<file path="config.mk">
export PLATFORM = sky130hd
export DESIGN_NAME = matmul_mem_bridge
export DESIGN_NICKNAME = d
export VERILOG_FILES = /design/src/rtl/matmul_mem_bridge_pkg.sv /design/src/rtl/matmul_mem_bridge_arb.sv /design/src/rtl/matmul_mem_bridge.sv
export SDC_FILE = /design/constraint.sdc
export NUM_CORES = 1
export LEC_CHECK = 0
export BUFFER_PORTS_ARGS = -buffer_cell sky130_fd_sc_hd__buf_2
export CAP_MARGIN = 5
export CORE_MARGIN = 8
export CORE_UTILIZATION = 45
export CTS_CLUSTER_DIAMETER = 100
export DETAILED_ROUTE_END_ITERATION = 8
export GPL_TIMING_DRIVEN = 0
export PLACE_DENSITY = 0.8
export SLEW_MARGIN = 20
export SYNTH_ARGS = -nofsm -noshare
export SYNTH_HDL_FRONTEND = slang
export SYNTH_SLANG_ARGS = --single-unit
</file>
<file path="constraint.sdc">
create_clock -name clk -period 2.1 [get_ports clk]
set_input_delay 0.105 -clock clk [delete_from_list [all_inputs] [get_ports clk]]
set_output_delay 0.105 -clock clk [all_outputs]
set_load 0.05 [all_outputs]
</file>
<file path="src/rtl/matmul_mem_bridge_pkg.sv">
// ---------------------------------------------------------------------------
// matmul_mem_bridge_pkg
//   Shared definitions for the matrix-multiply scratchpad bridge:
//   engine memory-operation codes, bridge FSM state encodings, access
//   owner encoding and the engine word width (TYPE_BW).
// ---------------------------------------------------------------------------
package matmul_mem_bridge_pkg;

    // Engine datapath word width; the bridge data width follows it.
    localparam int TYPE_BW = 32;

    // Engine request codes on mem_operation (2'b10 is reserved, means none).
    localparam logic [1:0] MEM_OP_NONE  = 2'b00;
    localparam logic [1:0] MEM_OP_READ  = 2'b01;
    localparam logic [1:0] MEM_OP_WRITE = 2'b11;

    typedef enum logic [1:0] {
        ST_IDLE = 2'd0,
        ST_WAIT = 2'd1,
        ST_RESP = 2'd2
    } bridge_state_t;

    typedef enum logic {
        OWN_ACC  = 1'b0,
        OWN_HOST = 1'b1
    } owner_t;

    // True only for the two real request codes; NONE and reserved are idle.
    function automatic logic is_mem_req(input logic [1:0] op);
        return (op == MEM_OP_READ) || (op == MEM_OP_WRITE);
    endfunction

endpackage

</file>
<file path="src/rtl/matmul_mem_bridge_arb.sv">
// ---------------------------------------------------------------------------
// mem_bridge_arb
//   Combinational fixed-priority arbiter between the engine and the host,
//   plus the address range check for the winning request.
//   Ports:
//     acc_mem_operation/acc_addr_i/acc_data_i  engine request
//     host_req/host_we/host_addr/host_wdata    host request
//     gnt_valid     some request is present
//     gnt_owner     winner (engine beats host)
//     gnt_we        winner direction, 1 = write
//     gnt_addr      low ADDR_W bits of the winner address
//     gnt_wdata     winner write data
//     gnt_in_range  winner address lies inside the SRAM
// ---------------------------------------------------------------------------
module mem_bridge_arb
    import matmul_mem_bridge_pkg::*;
#(
    parameter int DATA_W = TYPE_BW,
    parameter int ADDR_W = 9
) (
    input  logic [1:0]        acc_mem_operation,
    input  logic [31:0]       acc_addr_i,
    input  logic [DATA_W-1:0] acc_data_i,
    input  logic              host_req,
    input  logic              host_we,
    input  logic [31:0]       host_addr,
    input  logic [DATA_W-1:0] host_wdata,
    output logic              gnt_valid,
    output owner_t            gnt_owner,
    output logic              gnt_we,
    output logic [ADDR_W-1:0] gnt_addr,
    output logic [DATA_W-1:0] gnt_wdata,
    output logic              gnt_in_range
);

    logic [31:0] sel_addr;

    always_comb begin
        gnt_valid = host_req;
        gnt_owner = OWN_HOST;
        gnt_we    = host_we;
        gnt_wdata = host_wdata;
        sel_addr  = host_addr;
        if (is_mem_req(acc_mem_operation)) begin
            gnt_valid = 1'b1;
            gnt_owner = OWN_ACC;
            gnt_we    = (acc_mem_operation == MEM_OP_WRITE);
            gnt_wdata = acc_data_i;
            sel_addr  = acc_addr_i;
        end
    end

    assign gnt_addr     = sel_addr[ADDR_W-1:0];
    assign gnt_in_range = (sel_addr[31:ADDR_W] == '0);

endmodule

</file>
<file path="src/rtl/matmul_mem_bridge.sv">
// ---------------------------------------------------------------------------
// matmul_mem_bridge
//   Shares one single-port synchronous SRAM (active-low csb/web) between the
//   matrix-multiply engine request interface and a host load/unload port.
//   Each access runs IDLE -> WAIT -> RESP; the engine wins collisions.
//   Ports:
//     clk, reset_n                       clock, async active-low reset
//     acc_mem_operation, acc_addr_i,
//     acc_data_i, acc_data_o, acc_opdone engine request/response
//     host_req, host_we, host_addr,
//     host_wdata, host_rdata, host_ack   host request/response
//     ram_csb, ram_web, ram_addr,
//     ram_din, ram_dout                  SRAM macro port
//     err_o                              sticky out-of-range flag
// ---------------------------------------------------------------------------
module matmul_mem_bridge
    import matmul_mem_bridge_pkg::*;
#(
    parameter int DATA_W = TYPE_BW,
    parameter int ADDR_W = 9,
    parameter int RD_LAT = 1
) (
    input  logic              clk,
    input  logic              reset_n,
    input  logic [1:0]        acc_mem_operation,
    input  logic [31:0]       acc_addr_i,
    input  logic [DATA_W-1:0] acc_data_i,
    output logic [DATA_W-1:0] acc_data_o,
    output logic              acc_opdone,
    input  logic              host_req,
    input  logic              host_we,
    input  logic [31:0]       host_addr,
    input  logic [DATA_W-1:0] host_wdata,
    output logic [DATA_W-1:0] host_rdata,
    output logic              host_ack,
    output logic              ram_csb,
    output logic              ram_web,
    output logic [ADDR_W-1:0] ram_addr,
    output logic [DATA_W-1:0] ram_din,
    input  logic [DATA_W-1:0] ram_dout,
    output logic              err_o
);

    localparam int CNT_W = 3;

    bridge_state_t     state_q, state_nxt;
    owner_t            owner_q;
    logic              we_q;
    logic              oor_q;
    logic [CNT_W-1:0]  cnt_q;
    logic              launch;
    logic              finish;

    logic              gnt_valid;
    owner_t            gnt_owner;
    logic              gnt_we;
    logic [ADDR_W-1:0] gnt_addr;
    logic [DATA_W-1:0] gnt_wdata;
    logic              gnt_in_range;

    mem_bridge_arb #(
        .DATA_W (DATA_W),
        .ADDR_W (ADDR_W)
    ) u_arb (
        .acc_mem_operation (acc_mem_operation),
        .acc_addr_i        (acc_addr_i),
        .acc_data_i        (acc_data_i),
        .host_req          (host_req),
        .host_we           (host_we),
        .host_addr         (host_addr),
        .host_wdata        (host_wdata),
        .gnt_valid         (gnt_valid),
        .gnt_owner         (gnt_owner),
        .gnt_we            (gnt_we),
        .gnt_addr          (gnt_addr),
        .gnt_wdata         (gnt_wdata),
        .gnt_in_range      (gnt_in_range)
    );

    always_ff @(posedge clk or negedge reset_n) begin
        if (!reset_n) begin
            state_q <= ST_IDLE;
        end else begin
            state_q <= state_nxt;
        end
    end

    // WAIT exits when the latency counter is exhausted; an engine access is
    // abandoned early if the engine drops its request (withdrawal). RESP
    // never looks at inputs so a request still held high is not re-issued.
    always_comb begin
        state_nxt = state_q;
        launch    = 1'b0;
        finish    = 1'b0;
        case (state_q)
            ST_IDLE: begin
                if (gnt_valid) begin
                    state_nxt = ST_WAIT;
                    launch    = 1'b1;
                end
            end
            ST_WAIT: begin
                if ((owner_q == OWN_ACC) && !is_mem_req(acc_mem_operation)) begin
                    state_nxt = ST_IDLE;
                end else if (cnt_q == '0) begin
                    state_nxt = ST_RESP;
                    finish    = 1'b1;
                end
            end
            ST_RESP: begin
                state_nxt = ST_IDLE;
            end
            default: begin
                state_nxt = ST_IDLE;
            end
        endcase
    end

    assign acc_opdone = (state_q == ST_RESP) && (owner_q == OWN_ACC);
    assign host_ack   = (state_q == ST_RESP) && (owner_q == OWN_HOST);

    always_ff @(posedge clk or negedge reset_n) begin
        if (!reset_n) begin
            owner_q    <= OWN_ACC;
            we_q       <= 1'b0;
            oor_q      <= 1'b0;
            cnt_q      <= '0;
            ram_csb    <= 1'b1;
            ram_web    <= 1'b1;
            ram_addr   <= '0;
            ram_din    <= '0;
            acc_data_o <= '0;
            host_rdata <= '0;
            err_o      <= 1'b0;
        end else begin
            // SRAM command is a single-cycle strobe.
            ram_csb <= 1'b1;
            ram_web <= 1'b1;
            if (launch) begin
                owner_q <= gnt_owner;
                we_q    <= gnt_we;
                oor_q   <= !gnt_in_range;
                // Writes and out-of-range accesses spend one cycle in WAIT,
                // reads RD_LAT+1 so ram_dout is valid on the exit edge.
                cnt_q   <= (gnt_we || !gnt_in_range) ? '0 : CNT_W'(RD_LAT);
                if (gnt_in_range) begin
                    ram_csb  <= 1'b0;
                    ram_web  <= !gnt_we;
                    ram_addr <= gnt_addr;
                    ram_din  <= gnt_wdata;
                end else begin
                    err_o <= 1'b1;
                end
            end else if ((state_q == ST_WAIT) && (cnt_q != '0)) begin
                cnt_q <= cnt_q - 1'b1;
            end
            if (finish && !we_q) begin
                if (owner_q == OWN_ACC) begin
                    acc_data_o <= oor_q ? '0 : ram_dout;
                end else begin
                    host_rdata <= oor_q ? '0 : ram_dout;
                end
            end
        end
    end

endmodule
</file>
Word level (Yosys, flattened, before mapping)
Index checks and enable logic that the tools add are counted.
- mux-type cells: 22
- eq/ne operators: 6
- bitwise operators: 2
- reductions and logical operators: 21
- add/subtract/negate cells: 1
- operator list (operator ; number):
    32-bit two-way mux ; 3
    23-bit logical NOT ; 1
    1-bit two-way mux ; 13
    2-bit AND reduction ; 5
    2-bit two-way mux ; 3
    3-bit two-way mux ; 2
    1-bit logical AND ; 5
    2-bit by 1-bit == test with 1-bit output, second input constant ; 2
    2-bit == test, second input constant ; 2
    1-bit logical NOT ; 4
    2-bit case mux with 2 select lines ; 1
    3-bit logical NOT ; 1
    3-bit != test, second input constant ; 1
    3-bit nonzero test ; 1
    3-bit by 1-bit subtractor with 3-bit output, second input constant ; 1
    2-bit logical NOT ; 1
    1-bit logical OR ; 2
    2-bit != test, second input constant ; 1
    1-bit inverter ; 2
    2-bit nonzero test ; 1
- output and inout bits: 110
- flip-flop bits (word level): 116

Logic depth before layout (Yosys ltp)
- depth in word-level cells: 8
- gate-level depth with buffers: 7
- mapped depth without buffers: 6

Modules after synthesis
From an unflattened synthesis, not the netlist that was laid out.
- cells, all modules: 377
- area total of the unflattened synthesis: 5634.2 µm²
- modules (own cells, without submodules) (module ; times used ; cells each ; sequential area each (µm²) ; area each (µm²)):
    matmul_mem_bridge ; 1 ; 311 ; 2905.3 ; 4999.8
    mem_bridge_arb ; 1 ; 66 ; 0.0 ; 634.4

Worst setup path after synthesis
OpenSTA, ideal clock, no wires.
- kind: reg2reg
- start point: register state_q[1]
- end point: register ram_addr[8]
- required time: 1.975 ns
- cell stages (with the launch flop): 6
- library setup time: 0.125 ns
- buffers on the path: 1
- arrival time: 1.679 ns
- slack: 0.296 ns
- cell sequence: dfrtp_1 > nor2_2 > o21ai_1 > o32ai_4 > buf_6 > mux2_2
- longest elaborated chain between the ends: 3
- RTL lines (item ; RTL line ; text):
    start: declaration ; matmul_mem_bridge.sv:46 ; bridge_state_t state_q, state_nxt;
    start signal: assignment ; matmul_mem_bridge.sv:84 ; state_q <= state_nxt;
    2-bit logical NOT ; matmul_mem_bridge.sv:95 ; case (state_q)
    1-bit two-way mux ; matmul_mem_bridge.sv:95 ;
    2-bit AND reduction (no source line) ; - ;
    end signal: assignment ; matmul_mem_bridge.sv:149 ; ram_addr <= gnt_addr;
    end: declaration ; matmul_mem_bridge.sv:38 ; output logic [ADDR_W-1:0] ram_addr,
No other way between the ends.
A chain may end at the register's enable or synchronous reset.

Worst setup path in the final report
- start point: register cnt_q[0]
- end point: register acc_data_o[11]
- longest elaborated chain between the ends: 6
- RTL lines (item ; RTL line ; text):
    start: declaration ; matmul_mem_bridge.sv:50 ; logic [CNT_W-1:0] cnt_q;
    start signal: assignment ; matmul_mem_bridge.sv:145 ; cnt_q <= (gnt_we || !gnt_in_range) ? '0 : CNT_W'(RD_LAT);
    start signal: assignment ; matmul_mem_bridge.sv:155 ; cnt_q <= cnt_q - 1'b1;
    3-bit logical NOT ; matmul_mem_bridge.sv:105 ; end else if (cnt_q == '0) begin
    1-bit two-way mux ; matmul_mem_bridge.sv:105 ;
    1-bit two-way mux ; matmul_mem_bridge.sv:103 ; if ((owner_q == OWN_ACC) && !is_mem_req(acc_mem_operation)) begin
    1-bit two-way mux ; matmul_mem_bridge.sv:95 ;
    1-bit logical AND ; matmul_mem_bridge.sv:157 ; if (finish && !we_q) begin
    2-bit AND reduction (no source line) ; - ;
    end signal: assignment ; matmul_mem_bridge.sv:159 ; acc_data_o <= oor_q ? '0 : ram_dout;
    end: declaration ; matmul_mem_bridge.sv:28 ; output logic [DATA_W-1:0] acc_data_o,
No other way between the ends.

==> reports/results.tsv <==
metric	value	unit
vias in the first global route	4781	
commonest non-fill, non-tap cell in the layout	buf_2	
RSZ-0062 raised after global routing	true	
Max VDD drop	0.00134	V
worst-margin pin slew	0.609	ns
TritonCTS clock tree	built	
total negative slack	0	ns
Most used DFF post-synth	dfrtp_1	
gp weighted congestion	0.782	
pre-CTS WS	-0.0525	ns
Ys Warns	0	
Min-Delay Path Class	in -> reg	
Reg2Reg Depth	7	
WP data arrival	2.28	ns
Post-synth EDFFs	0	
crit path max fanout	10	
Hold Violations, Final	0	
fin area	7540	µm²
core outline area	11400	µm²
die area	15400	µm²
worst r2r src	cnt_q[0]	
Hold Path Stages	3	
# setup viols final	0	
share of layout cells above drive strength 1	0.685	
Max H-tree Level	4	
Layout Cells excl Fill	825	
Final Skew	0.0122	ns
outcome	completed	
Die Wd	124	µm
Routed WL	16000	µm
Placed Instances	786	
CTS root buffer	clkbuf_16	
Mean Syn Cell Area	14.3	µm²
crit start category	flip-flop	
Slew Limit Fails	0	
Tcrit/Tclk final	0.953	
vias per inst	5.02	
Final ANT Viol Nets	0	
register area share after synthesis	0.554	
DR iter-0 viols	188	
Synth top area share	0.544	
Cells after Synth	367	
die height	124	µm
DP Area	6840	µm²
HPWL Detailed	12800	µm
Top-Level Pins	276	
vias	4144	
Clock Latency Late Sink	0.40	ns
largest net degree at the start of global routing	84	
hold wc startpoint	host_req	
global-route wire length before repair	24500	µm
Yosys reg bits	116	
Worst Setup Path Type	reg -> reg	
most frequent cells in the layout	277 x buf_2, 141 x mux2_2, 114 x dfrtp_1	
final global-route overflow total	0	
cell row count	39	
synthesis-to-finish area growth	43.6	%
residual DRC count	0	
WHS	0.0561	ns
Yosys top cell by area	dfrtp_1	
Total GRT Usage	0.210	
Reg clk slew, reported paths	0.05	ns
clock sink count	116	
CTS Buffer Depth	2	
max cap viols	0	
Starting Density	0.460	
initial antenna violation count	2	
Hold EP	owner_q	
CP required	2.38	ns
RR Endpoint	acc_data_o[11]	
PnR Total Power	10.0	mW
TritonCTS Buffers	17	
# nets final	835	
First-pass DRT Iterations	6	
Static Leak	4.05	nW
crit path time final	2.00	ns
Port Buf Inserts	275	
post-synth cell types	37	
ys async rst share	1.00	
synth top area cells	dfrtp_1 54%, mux2_2 30%, nor2b_1 3.9%, nor4_1 1.3%, mux2_1 1.3%	
Syn Nets	535	
Post-Syn Area	5250	µm²
final core utilization	0.660	
Slew HR	0.594	
R2R Setup Slk	0.1	ns
Setup crit end kind	flip-flop	
WL/cell	19.3	µm
Power Dens Cells	1330	nW/µm²
final setup margin	0.0992	ns
FMAX	500	MHz
-- critical path, cell delays in order, from the launching register on --
cell	delay [ns]
dfrtp_1	0.36
inv_1	0.11
ha_1	0.16
nand2b_1	0.09
nor3_2	0.20
nor3b_4	0.34
buf_4	0.27
mux2_2	0.36
-- synth_stat cells, drive strengths merged (2+ instances only) --
cell and instances:
nor3b 2, mux2 147, nor4 11, clkbuf 7
inv 3, nand2b 2, nor2 7, o21ai 3
a21oi 2, nand4 2, nand2 4, dfstp 2
nor2b 33, ha 2, buf 11, dfrtp 114
-- repair_timing --
item | 4_1_cts | 5_1_grt
gates resized for setup | 1 | 1
setup endpoints to repair | 60 | 70
endpoints found under the hold margin | 34 | 0
hold buffers | 3 | 0
pin swaps | 1 | 0
buffers inserted | 1 | 1
-- cells by family after synthesis --
logic type,after synthesis,share of synthesized area
muxes,147,0.315
xor gates and xnor gates,2,0.00334
adders and majority gates,2,0.00477
AOI/OAI and AO/OA,12,0.0188
and+or+nand+nor,67,0.0799
buffers and inverters,21,0.0243
DFF,116,0.554
-- area by class of cell --
class,instances,area (µm²)
diodes,2,5.00
plain buffers,18,116
clock buffers,24,482
clock inverters,8,148
fillers,886,3880
inverters,3,11.3
multi-input cells,230,2230
flip-flops and latches,116,2910
well taps,143,179
repair buffers,281,1470
-- metal layers --
| metal | track usage | vias up | share of wire |
|---|---|---|---|
| met3 | 0.0743 | 27 | 0.086 |
| li1 | - | 1923 | - |
| met5 | 0 | - | 0 |
| met2 | 0.376 | 185 | 0.53 |
| met4 | 0.0967 | 0 | 0.023 |
| met1 | 0.217 | 2009 | 0.36 |
-- registers in the layout (all words and copies together) (netlist names) --
name and flops:
acc_data_o 32, cnt_q 3, err_o 1, host_rdata 32
oor_q 1, owner_q 1, ram_addr 9, ram_csb 1
ram_din 32, ram_web 1, state_q 2, we_q 1
-- how the worst max path moves through the flow --
stage,start,end,slack [ns],cells after the start
5_1_grt,cnt_q[0],acc_data_o[9],-0.05,7
3_5_place_dp,state_q[1],ram_din[22],-0.05,5
4_1_cts,state_q[1],ram_addr[8],0.04,6
2_1_floorplan,state_q[1],ram_addr[8],0.30,5
6_report,cnt_q[0],acc_data_o[11],0.1,7
3_3_place_gp,reset_n,ram_din[21],-0.43,1
-- power breakdown --
group	total [mW]	internal [mW]	switching (mW)
Clock	3.03	2.08	0.948
Sequential	3.12	2.80	0.322
Combinational	3.90	1.16	2.74
Total	10.0	6.04	4.01
No activity file was read; power rests on OpenSTA's default activity.
